File: config.mk
export PLATFORM = sky130hd
export DESIGN_NAME = fetch_ctrl
export DESIGN_NICKNAME = d
export VERILOG_FILES = /design/src/rtl/fetch_ctrl_pkg.sv /design/src/rtl/fetch_ctrl_hold_buf.sv /design/src/rtl/fetch_ctrl.sv
export SDC_FILE = /design/constraint.sdc
export NUM_CORES = 1
export LEC_CHECK = 0
export BUFFER_PORTS_ARGS = -buffer_cell sky130_fd_sc_hd__buf_2
export CELL_PAD_IN_SITES_DETAIL_PLACEMENT = 0
export CELL_PAD_IN_SITES_GLOBAL_PLACEMENT = 1
export CORE_UTILIZATION = 42
export CTS_CLUSTER_DIAMETER = 80
export DETAILED_ROUTE_END_ITERATION = 12
export PLACE_DENSITY = 0.8
export SYNTH_ARGS = -nofsm -noshare
export SYNTH_HDL_FRONTEND = slang
export SYNTH_SLANG_ARGS = --single-unit
File: constraint.sdc
create_clock -name clock -period 2.4 [get_ports clock]
set_input_delay 0.24 -clock clock [delete_from_list [all_inputs] [get_ports clock]]
set_output_delay 0.24 -clock clock [all_outputs]
set_load 0.05 [all_outputs]
File: src/rtl/fetch_ctrl_pkg.sv
// Shared fetch-controller types: FSM state encoding and the wrapping PC increment.
package fetch_ctrl_pkg;

  typedef enum logic [1:0] {
    ST_BOOT = 2'b00,
    ST_REQ  = 2'b01,
    ST_HOLD = 2'b10
  } state_t;

  localparam logic [31:0] PC_STEP = 32'd4;

  function automatic logic [31:0] pc_inc(input logic [31:0] pc);
    return pc + PC_STEP;
  endfunction

endpackage

File: src/rtl/fetch_ctrl_hold_buf.sv
// Single-entry parking slot for a fetched word that completed while decode was stalled.
// Load captures in one edge, unload empties it; contents survive until overwritten.
module fetch_ctrl_hold_buf (
  input  logic        clock,
  input  logic        reset_n,
  input  logic        i_load,
  input  logic        i_unload,
  input  logic [31:0] i_instr,
  input  logic [31:0] i_pc,
  output logic [31:0] o_instr,
  output logic [31:0] o_pc,
  output logic        o_vld
);

  logic [31:0] r_instr;
  logic [31:0] r_pc;
  logic        r_vld;

  always_ff @(posedge clock or negedge reset_n) begin
    if (!reset_n) begin
      r_instr <= 32'd0;
      r_pc    <= 32'd0;
      r_vld   <= 1'b0;
    end else if (i_load) begin
      r_instr <= i_instr;
      r_pc    <= i_pc;
      r_vld   <= 1'b1;
    end else if (i_unload) begin
      r_vld   <= 1'b0;
    end
  end

  assign o_instr = r_instr;
  assign o_pc    = r_pc;
  assign o_vld   = r_vld;

endmodule

File: src/rtl/fetch_ctrl.sv
// Fetch sequencer: one outstanding imem request, delay-slot redirects, registered IF/ID output.
// Output updates on the edge after mem_ready; stall_d freezes the output and parks one word in HOLD.
module fetch_ctrl
  import fetch_ctrl_pkg::*;
#(
  parameter logic [31:0] RESET_PC       = 32'h0000_0000,
  parameter bit          USE_START_ADDR = 1'b1
) (
  input  logic        clock,
  input  logic        reset_n,
  input  logic [31:0] start_addr,
  input  logic        pc_src_d,
  input  logic [31:0] pc_branch_d,
  input  logic        stall_d,
  output logic        mem_req,
  output logic [31:0] mem_addr,
  input  logic        mem_ready,
  input  logic [31:0] mem_rdata,
  output logic        valid_f,
  output logic [31:0] instruction_f,
  output logic [31:0] pc_f,
  output logic [31:0] pc_plus_4_f
);

  state_t      r_state;
  state_t      w_state_nxt;
  logic        r_armed;
  logic [31:0] r_pc;
  logic        r_pending;
  logic [31:0] r_pend_tgt;
  logic        r_valid_f;
  logic [31:0] r_instr_f;
  logic [31:0] r_pc_f;

  logic        w_slot_free;
  logic        w_redir;
  logic [31:0] w_next_pc;
  logic [31:0] w_boot_pc;
  logic        w_fetch_done;
  logic        w_hold_load;
  logic        w_hold_unload;
  logic        w_consume;
  logic [31:0] w_hold_instr;
  logic [31:0] w_hold_pc;
  logic        w_hold_vld;

  assign w_slot_free = ~r_valid_f | ~stall_d;
  assign w_redir     = pc_src_d & ~stall_d;
  assign w_boot_pc   = USE_START_ADDR ? start_addr : RESET_PC;
  assign w_next_pc   = w_redir   ? pc_branch_d :
                       r_pending ? r_pend_tgt  : pc_inc(r_pc);
  assign w_consume   = w_fetch_done | w_hold_unload;

  always_comb begin
    w_state_nxt   = r_state;
    w_fetch_done  = 1'b0;
    w_hold_load   = 1'b0;
    w_hold_unload = 1'b0;
    case (r_state)
      ST_BOOT: begin
        if (r_armed) w_state_nxt = ST_REQ;
      end
      ST_REQ: begin
        if (mem_ready) begin
          if (w_slot_free) begin
            w_fetch_done = 1'b1;
          end else begin
            w_hold_load = 1'b1;
            w_state_nxt = ST_HOLD;
          end
        end
      end
      ST_HOLD: begin
        if (!stall_d && w_hold_vld) begin
          w_hold_unload = 1'b1;
          w_state_nxt   = ST_REQ;
        end
      end
      default: w_state_nxt = ST_BOOT;
    endcase
  end

  // The first edge after reset release only arms the FSM, so BOOT samples start_addr a full cycle later.
  always_ff @(posedge clock or negedge reset_n) begin
    if (!reset_n) begin
      r_state <= ST_BOOT;
      r_armed <= 1'b0;
    end else begin
      r_state <= w_state_nxt;
      r_armed <= 1'b1;
    end
  end

  always_ff @(posedge clock or negedge reset_n) begin
    if (!reset_n) begin
      r_pc       <= 32'd0;
      r_pending  <= 1'b0;
      r_pend_tgt <= 32'd0;
    end else begin
      if (r_state == ST_BOOT && r_armed) begin
        r_pc <= w_boot_pc;
      end else if (w_consume) begin
        r_pc <= w_next_pc;
      end
      if (w_consume) begin
        r_pending <= 1'b0;
      end else if (w_redir) begin
        r_pending  <= 1'b1;
        r_pend_tgt <= pc_branch_d;
      end
    end
  end

  always_ff @(posedge clock or negedge reset_n) begin
    if (!reset_n) begin
      r_valid_f <= 1'b0;
      r_instr_f <= 32'd0;
      r_pc_f    <= 32'd0;
    end else if (w_fetch_done) begin
      r_valid_f <= 1'b1;
      r_instr_f <= mem_rdata;
      r_pc_f    <= r_pc;
    end else if (w_hold_unload) begin
      r_valid_f <= 1'b1;
      r_instr_f <= w_hold_instr;
      r_pc_f    <= w_hold_pc;
    end else if (!stall_d) begin
      r_valid_f <= 1'b0;
    end
  end

  fetch_ctrl_hold_buf u_hold_buf (
    .clock    (clock),
    .reset_n  (reset_n),
    .i_load   (w_hold_load),
    .i_unload (w_hold_unload),
    .i_instr  (mem_rdata),
    .i_pc     (r_pc),
    .o_instr  (w_hold_instr),
    .o_pc     (w_hold_pc),
    .o_vld    (w_hold_vld)
  );

  assign mem_req       = (r_state == ST_REQ);
  assign mem_addr      = r_pc;
  assign valid_f       = r_valid_f;
  assign instruction_f = r_instr_f;
  assign pc_f          = r_pc_f;
  assign pc_plus_4_f   = pc_inc(r_pc_f);

endmodule
==> impl_metrics.yaml, run 1 <==
synth:
  syn_inst: 927
  yosysUniqueCellTypes: 62
  synth_top_area_cell: "dfrtp_1"
  syn-num-nets: 1030
  yosys-top-cells-area: "dfrtp_1 (51%), mux2_2 (11%), nand2_1 (6.8%), a22oi_1 (5.3%), xnor2_1 (2.4%)"
  synth_common_cells: "dfrtp_1 (198), nand2_1 (175), mux2_2 (96)"
  yosysMostFrequentCell: "dfrtp_1"
  synth_warnings: 0
  syn_area_um2: 9688
  synth_edf_count: 0
  synth-seq-cells: 198
  synthDominantCellAreaShare: 0.5114
  synth-seq-area-share: 0.5114
  async_flop_share: 1.000
  ys.flop_type: "dfrtp_1"
  syn_area_per_cell_um2: 10.45
cells_and_area:
  post-route-util: 0.5439
  multi_input_area_um2: 4601
  area_delta_synth_final_pct: 27.10
  regArea_um2: 4967
  antenna_cells: 0
  nets: 1273
  drive_gt1_frac: 0.4007
  fillers: 2021
sta:
  drv_slew: 0
  post-route-period-util: 0.9591
  finalSetupTns_ps: 0
  rsz0062_at_grt: "true"
  slew_headroom: 0.5343
  tightest_slew_ps: 698.5
  whs_ps: 18.86
  fmaxAchievable_ghz: 0.4344
  hold_viol_final: 0
  setup_viol_count_final: 0
  clock_skew_ps: 12.42
  min_period_ps: 2302
routing:
  drtAntennaViolNets: 0
  drtIter0Drc: 721
  drt-total-wl_um: 27540
  drcViolationCount: 0
  dr_total_vias: 8160
  drt-pass1-iter-count: 5
  via_per_inst: 5.559
  wl_per_cell_um: 18.76
place:
  place.gp.congestion: 0.8692
  dpl.hpwl_um: 19470
  portBuffers: 230
worst_setup_path:
  worst-endpoint-arrival_ps: 2060
  reg2reg_setup_slack_ps: 250
  path_class: "reg -> out"
  worstPathRequired_ps: 2160
  critPathCaptureType: "output pin"
  crit_path_max_incr_delay_ps: 400
  rr_worst_depth: 5
  cp_cell_sequence: "nand3_2, or2_2, nor4_4, xor2_2, buf_6"
  worst_path_max_delay_cell: "dfrtp_2"
  r2r_end: "mem_addr[21]$_DFFE_PN0P_"
  critPathLaunchType: "flip-flop"
  r2r_start: "mem_addr[13]$_DFFE_PN0P_"
  worst-path-max-fanout: 5
die:
  initial_core_util: 0.4279
  ioPinCount: 231
  coreArea_um2: 22640
  die_w_um: 153.9
  die_h_um: 153.9
  rows: 55
  dieArea_um2: 23680
clock_network:
  clock_latency_ps: 440
  numCtsBuffers: 17
  htree_levels: 4
  cts_sinks: 198
  cts_root_buf: "clkbuf_16"
  cts.path.max_buffers: 2
  cts_tree: "yes"
  clk_pin_slew_ps: 80
power:
  p_per_area_nw_per_um2: 1526
  ir_drop_mv: 0.6316
  power.total_mw: 18.79
  leakagePower_nw: 5.785
worst_hold_path:
  holdPathStages: 3
  hold_class: "in -> reg"
  whs_endpoint: "mem_addr[24]$_DFFE_PN0P_"
  hold_path_startpoint: "start_addr[24]"
grt:
  grt_usage: 0.2410
  grt_pass1_vias: 7771
  antenna_found_initial: 0
  grt_max_degree: 66
  grt-ovfl-total: 0
  grt_pass1_wl_um: 44130
status:
  outcome: "complete, no violations"
flow_run:
  cap_viol_max_count: 0
worst max-delay path by stage:
stage	start	endpoint	slack (ps)
2_1_floorplan	pc_f[8]$_DFFE_PN0P_	pc_plus_4_f[24]	-40
6_report	pc_f[14]$_DFFE_PN0P_	pc_plus_4_f[22]	100
3_5_place_dp	pc_f[12]$_DFFE_PN0P_	pc_plus_4_f[28]	240
5_1_grt	pc_f[13]$_DFFE_PN0P_	pc_plus_4_f[20]	-60
3_3_place_gp	pc_f[12]$_DFFE_PN0P_	pc_plus_4_f[28]	270
4_1_cts	pc_f[4]$_DFFE_PN0P_	pc_plus_4_f[20]	9
through the flow:
step | setup WS [ps] | instances | instance area [um^2]
3_3_place_gp | 270.2 | 1426 | 11530
3_5_place_dp | 242.0 | 1426 | 11530
6_report | 98.17 | 1468 | 12310
5_1_grt | -55.38 | 1468 | 12310
2_1_floorplan | -36.71 | 927 | 9799
4_1_cts | 9.229 | 1462 | 12200
metal layers:
layer	part of all wire	routed length [um]	vias up	GRT usage
met2	0.45	12480	312	0.3595
met3	0.070	1918	38	0.04651
li1	-	-	3823	-
met5	0	0	-	0
met4	0.021	571	0	0.07905
met1	0.46	12570	3987	0.3517
report_power, final:
| group | switching (mW) | internal [mW] | total [mW] |
|---|---|---|---|
| combinational | 6.60 | 3.10 | 9.69 |
| sequential | 1.34 | 4.87 | 6.20 |
| clock | 1.38 | 1.51 | 2.89 |
logic make-up (layout without fill, tap and decap cells):
group | count (synthesis) | count (layout) | share of synthesized area
adders and majority gates | 2 | 2 | 0.002583
DFF | 198 | 198 | 0.5114
and+or+nand+nor | 328 | 328 | 0.1603
buffers and inverters | 75 | 331 | 0.03603
AOI/OAI and AO/OA | 175 | 175 | 0.1298
muxes | 103 | 103 | 0.1188
xor gates and xnor gates | 45 | 45 | 0.04068
other | 1 | 1 | 0.0003871
registers in the layout, summed over array words and instances (netlist names):
name / flops
valid_f: 1
mem_addr: 32
pc_f: 32
r_pend_tgt: 32
u_hold_buf.o_instr: 32
instruction_f: 32
r_pending: 1
r_state: 2
u_hold_buf.o_vld: 1
r_armed: 1
u_hold_buf.o_pc: 32
area by class of cell:
class / count / share of cell area
Clock buffer: 18 / 0.03567
Multi-Input combinational cell: 654 / 0.3736
Inverter: 7 / 0.002134
Sequential cell: 198 / 0.4034
Clock inverter: 14 / 0.01280
Tap cell: 285 / 0.02896
Timing Repair Buffer: 292 / 0.1434
critical path: cells and delay by family, from the launching register on:
kind,cells,cell delay (ps)
flops,1,400
simple gates,3,830
xor+xnor,1,210
buf+inv,1,180
cell usage in the layout, fill, tap and decap left out, types with 14 or more instances in the layout:
cell type | synthesis | routed
clkbuf_16 | 0 | 17
a221oi_1 | 14 | 14
and3_1 | 15 | 14
nand2_1 | 175 | 173
buf_2 | 16 | 218
nand4_1 | 17 | 17
a22oi_1 | 68 | 68
xnor2_1 | 26 | 19
buf_4 | 3 | 55
o21ai_0 | 27 | 27
mux2_2 | 96 | 96
nand3_1 | 30 | 29
dfrtp_1 | 198 | 188
nor2_1 | 28 | 23
what timing repair did:
item | in CTS | in global routing
pin swaps | 2 | 6
resized for setup | 12 | 21
endpoints found under the setup margin | 11 | 15
hold endpoints to repair | 63 | 0
buffers inserted | 2 | 6
hold buffers | 2 | 0
Power figures use the tool's default switching activity.
==> run 2, diff against run 1 <==
PLACE_DENSITY = 0.77   (was 0.8)
==> run 2 against run 1 <==
Fmax decreased by 1.5%; critical path type unchanged; global-route usage increased by 0.61 points; die area unchanged; sequential share of layout area decreased by 0.26 points; routed wire length increased by 3.4%; largest power group unchanged; utilization increased by 0.36 points; register-to-register slack got worse by 20 ps.
==> impl_metrics.yaml, run 2 (synthesis results as in run 1) <==
status:
  outcome: "complete, no violations"
sta:
  min_period_ps: 2337
  post-route-period-util: 0.9736
  hold_viol_final: 0
  fmaxAchievable_ghz: 0.4280
  rsz0062_at_grt: "true"
  drv_slew: 0
  tightest_slew_ps: 776.0
  finalSetupTns_ps: 0
  setup_viol_count_final: 0
  slew_headroom: 0.4826
  clock_skew_ps: 10.78
clock_network:
  cts_sinks: 198
  cts.path.max_buffers: 2
  numCtsBuffers: 17
  htree_levels: 4
  cts_root_buf: "clkbuf_16"
  clock_latency_ps: 440
  clk_pin_slew_ps: 80
  cts_tree: "yes"
power:
  leakagePower_nw: 5.829
  p_switching_mw: 9.441
  p_per_area_nw_per_um2: 1533
  internal_power_mw: 9.557
  ir_drop_mv: 0.5887
  power_frac_seq: 0.322
  combPwrFrac: 0.524
  power.switching_fraction: 0.4969
  p_clk_frac: 0.154
cells_and_area:
  multi_input_area_um2: 4584
  final_cell_mix: "buf_2 (218), dfrtp_1 (188), nand2_1 (175)"
  area_delta_synth_final_pct: 27.94
  nets: 1284
  fillers: 2028
  regArea_um2: 4967
  final_common_cell: "buf_2"
  drive_gt1_frac: 0.4037
  finalNonFillerCells: 1480
routing:
  wl_met1_um: 13170
  highest_layer: "met4"
  via_per_inst: 5.552
  met2_length_um: 12990
  drcViolationCount: 0
  drt-pass1-iter-count: 5
  wl_per_cell_um: 19.25
  drt-total-wl_um: 28490
  wl_met3_um: 1758
  dr_total_vias: 8217
  drtAntennaViolNets: 0
  drtIter0Drc: 668
place:
  portBuffers: 230
  dp.cells: 1432
  dpl.hpwl_um: 20220
  place.gp.congestion: 0.8337
worst_setup_path:
  worst-endpoint-arrival_ps: 2100
  critPathCaptureType: "output pin"
  worst-path-max-fanout: 6
  worstPathRequired_ps: 2160
  path_class: "reg -> out"
  critPathLaunchType: "flip-flop"
grt:
  grt_pass1_vias: 7891
  antenna_found_initial: 1
  grt_max_degree: 69
  grt_usage: 0.2472
  grt-ovfl-total: 0
  grt_pass1_wl_um: 45060
die:
  dieArea_um2: 23680
  ioPinCount: 231
  initial_core_util: 0.4279
  rows: 55
  coreArea_um2: 22640
  die_h_um: 153.9
  die_w_um: 153.9
flow_run:
  cap_viol_max_count: 0
worst_hold_path:
  hold_class: "in -> reg"
## run 2: cell count changes in the layout (fill, tap and decap cells not counted), sizes merged
cell,previous run,this run
buf,283,295
clkinv,4,7
clkbuf,25,23
clkinvlp,2,0
diode,0,1
## run 2: path summary, 6_finish.rpt
path                                               start                           endpoint  slack (ps)  depth (start not counted)
max                                 pc_f[12]$_DFFE_PN0P_                    pc_plus_4_f[22]          60                          5
min                                       start_addr[24]           mem_addr[24]$_DFFE_PN0P_          20                          3
max reg2reg                     mem_addr[20]$_DFFE_PN0P_           mem_addr[31]$_DFFE_PN0P_         230                          5
min reg2reg                instruction_f[29]$_DFFE_PN0P_      instruction_f[29]$_DFFE_PN0P_         470                          2
max in group asynchronous                        reset_n  u_hold_buf.o_instr[2]$_DFFE_PN0P_        1290                          3
min in group asynchronous                        reset_n         r_pend_tgt[15]$_DFFE_PN0P_         370                          2
## run 2: metal layers
metal  vias to the layer above  global-route usage
met5                         -                   0
met4                         0             0.07810
met3                        36             0.04622
met2                       278              0.3729
met1                      4054              0.3589
li1                       3849                   -
## run 2: power groups by stage
stage                     Clock (mW)  Sequential, mW  Combinational, mW
after CTS                       3.01            6.12               9.84
after global placement             0            6.14               9.66
after detailed placement           0            6.20               9.75
after floorplan                    0            8.64               4.37
final                           2.93            6.11               9.95
after global routing            3.13            6.34               10.6
## run 2: cell type report
cell class / instances / area share
Antenna cell: 1 / 0.0002019
Clock buffer: 17 / 0.03432
Clock inverter: 15 / 0.01484
Inverter: 7 / 0.002120
Multi-Input combinational cell: 654 / 0.3699
Sequential cell: 198 / 0.4008
Tap cell: 285 / 0.02877
Timing Repair Buffer: 303 / 0.1491
## run 2: timing repair
item                                    4_1_cts  5_1_grt
hold buffers                                  2        0
setup buffers                                 4        9
resized for setup                            12       18
cloned                                        0        0
hold endpoints to repair                     63        0
endpoints found under the setup margin       11       28
pin swaps                                     2        4
## run 2: through the flow
stage,power (mW),hold WS [ps],area [um^2],setup WS (ps),util
after floorplan,13.01,-55.59,9799,-36.71,-
after global placement,15.80,308.0,11570,125.4,0.5111
after detailed placement,15.95,303.4,11570,48.45,0.5111
after CTS,18.97,6.924,12270,-3.844,0.5421
after global routing,20.04,19.74,12390,-40.15,0.5474
final,19.00,24.30,12390,63.28,0.5474
## run 2: worst max-delay path, cell delays in order, from the launching register on
cell	delay, ps
dfrtp_2	420
nand3_2	130
or2_2	340
nor4_2	350
xor2_2	200
buf_4	230
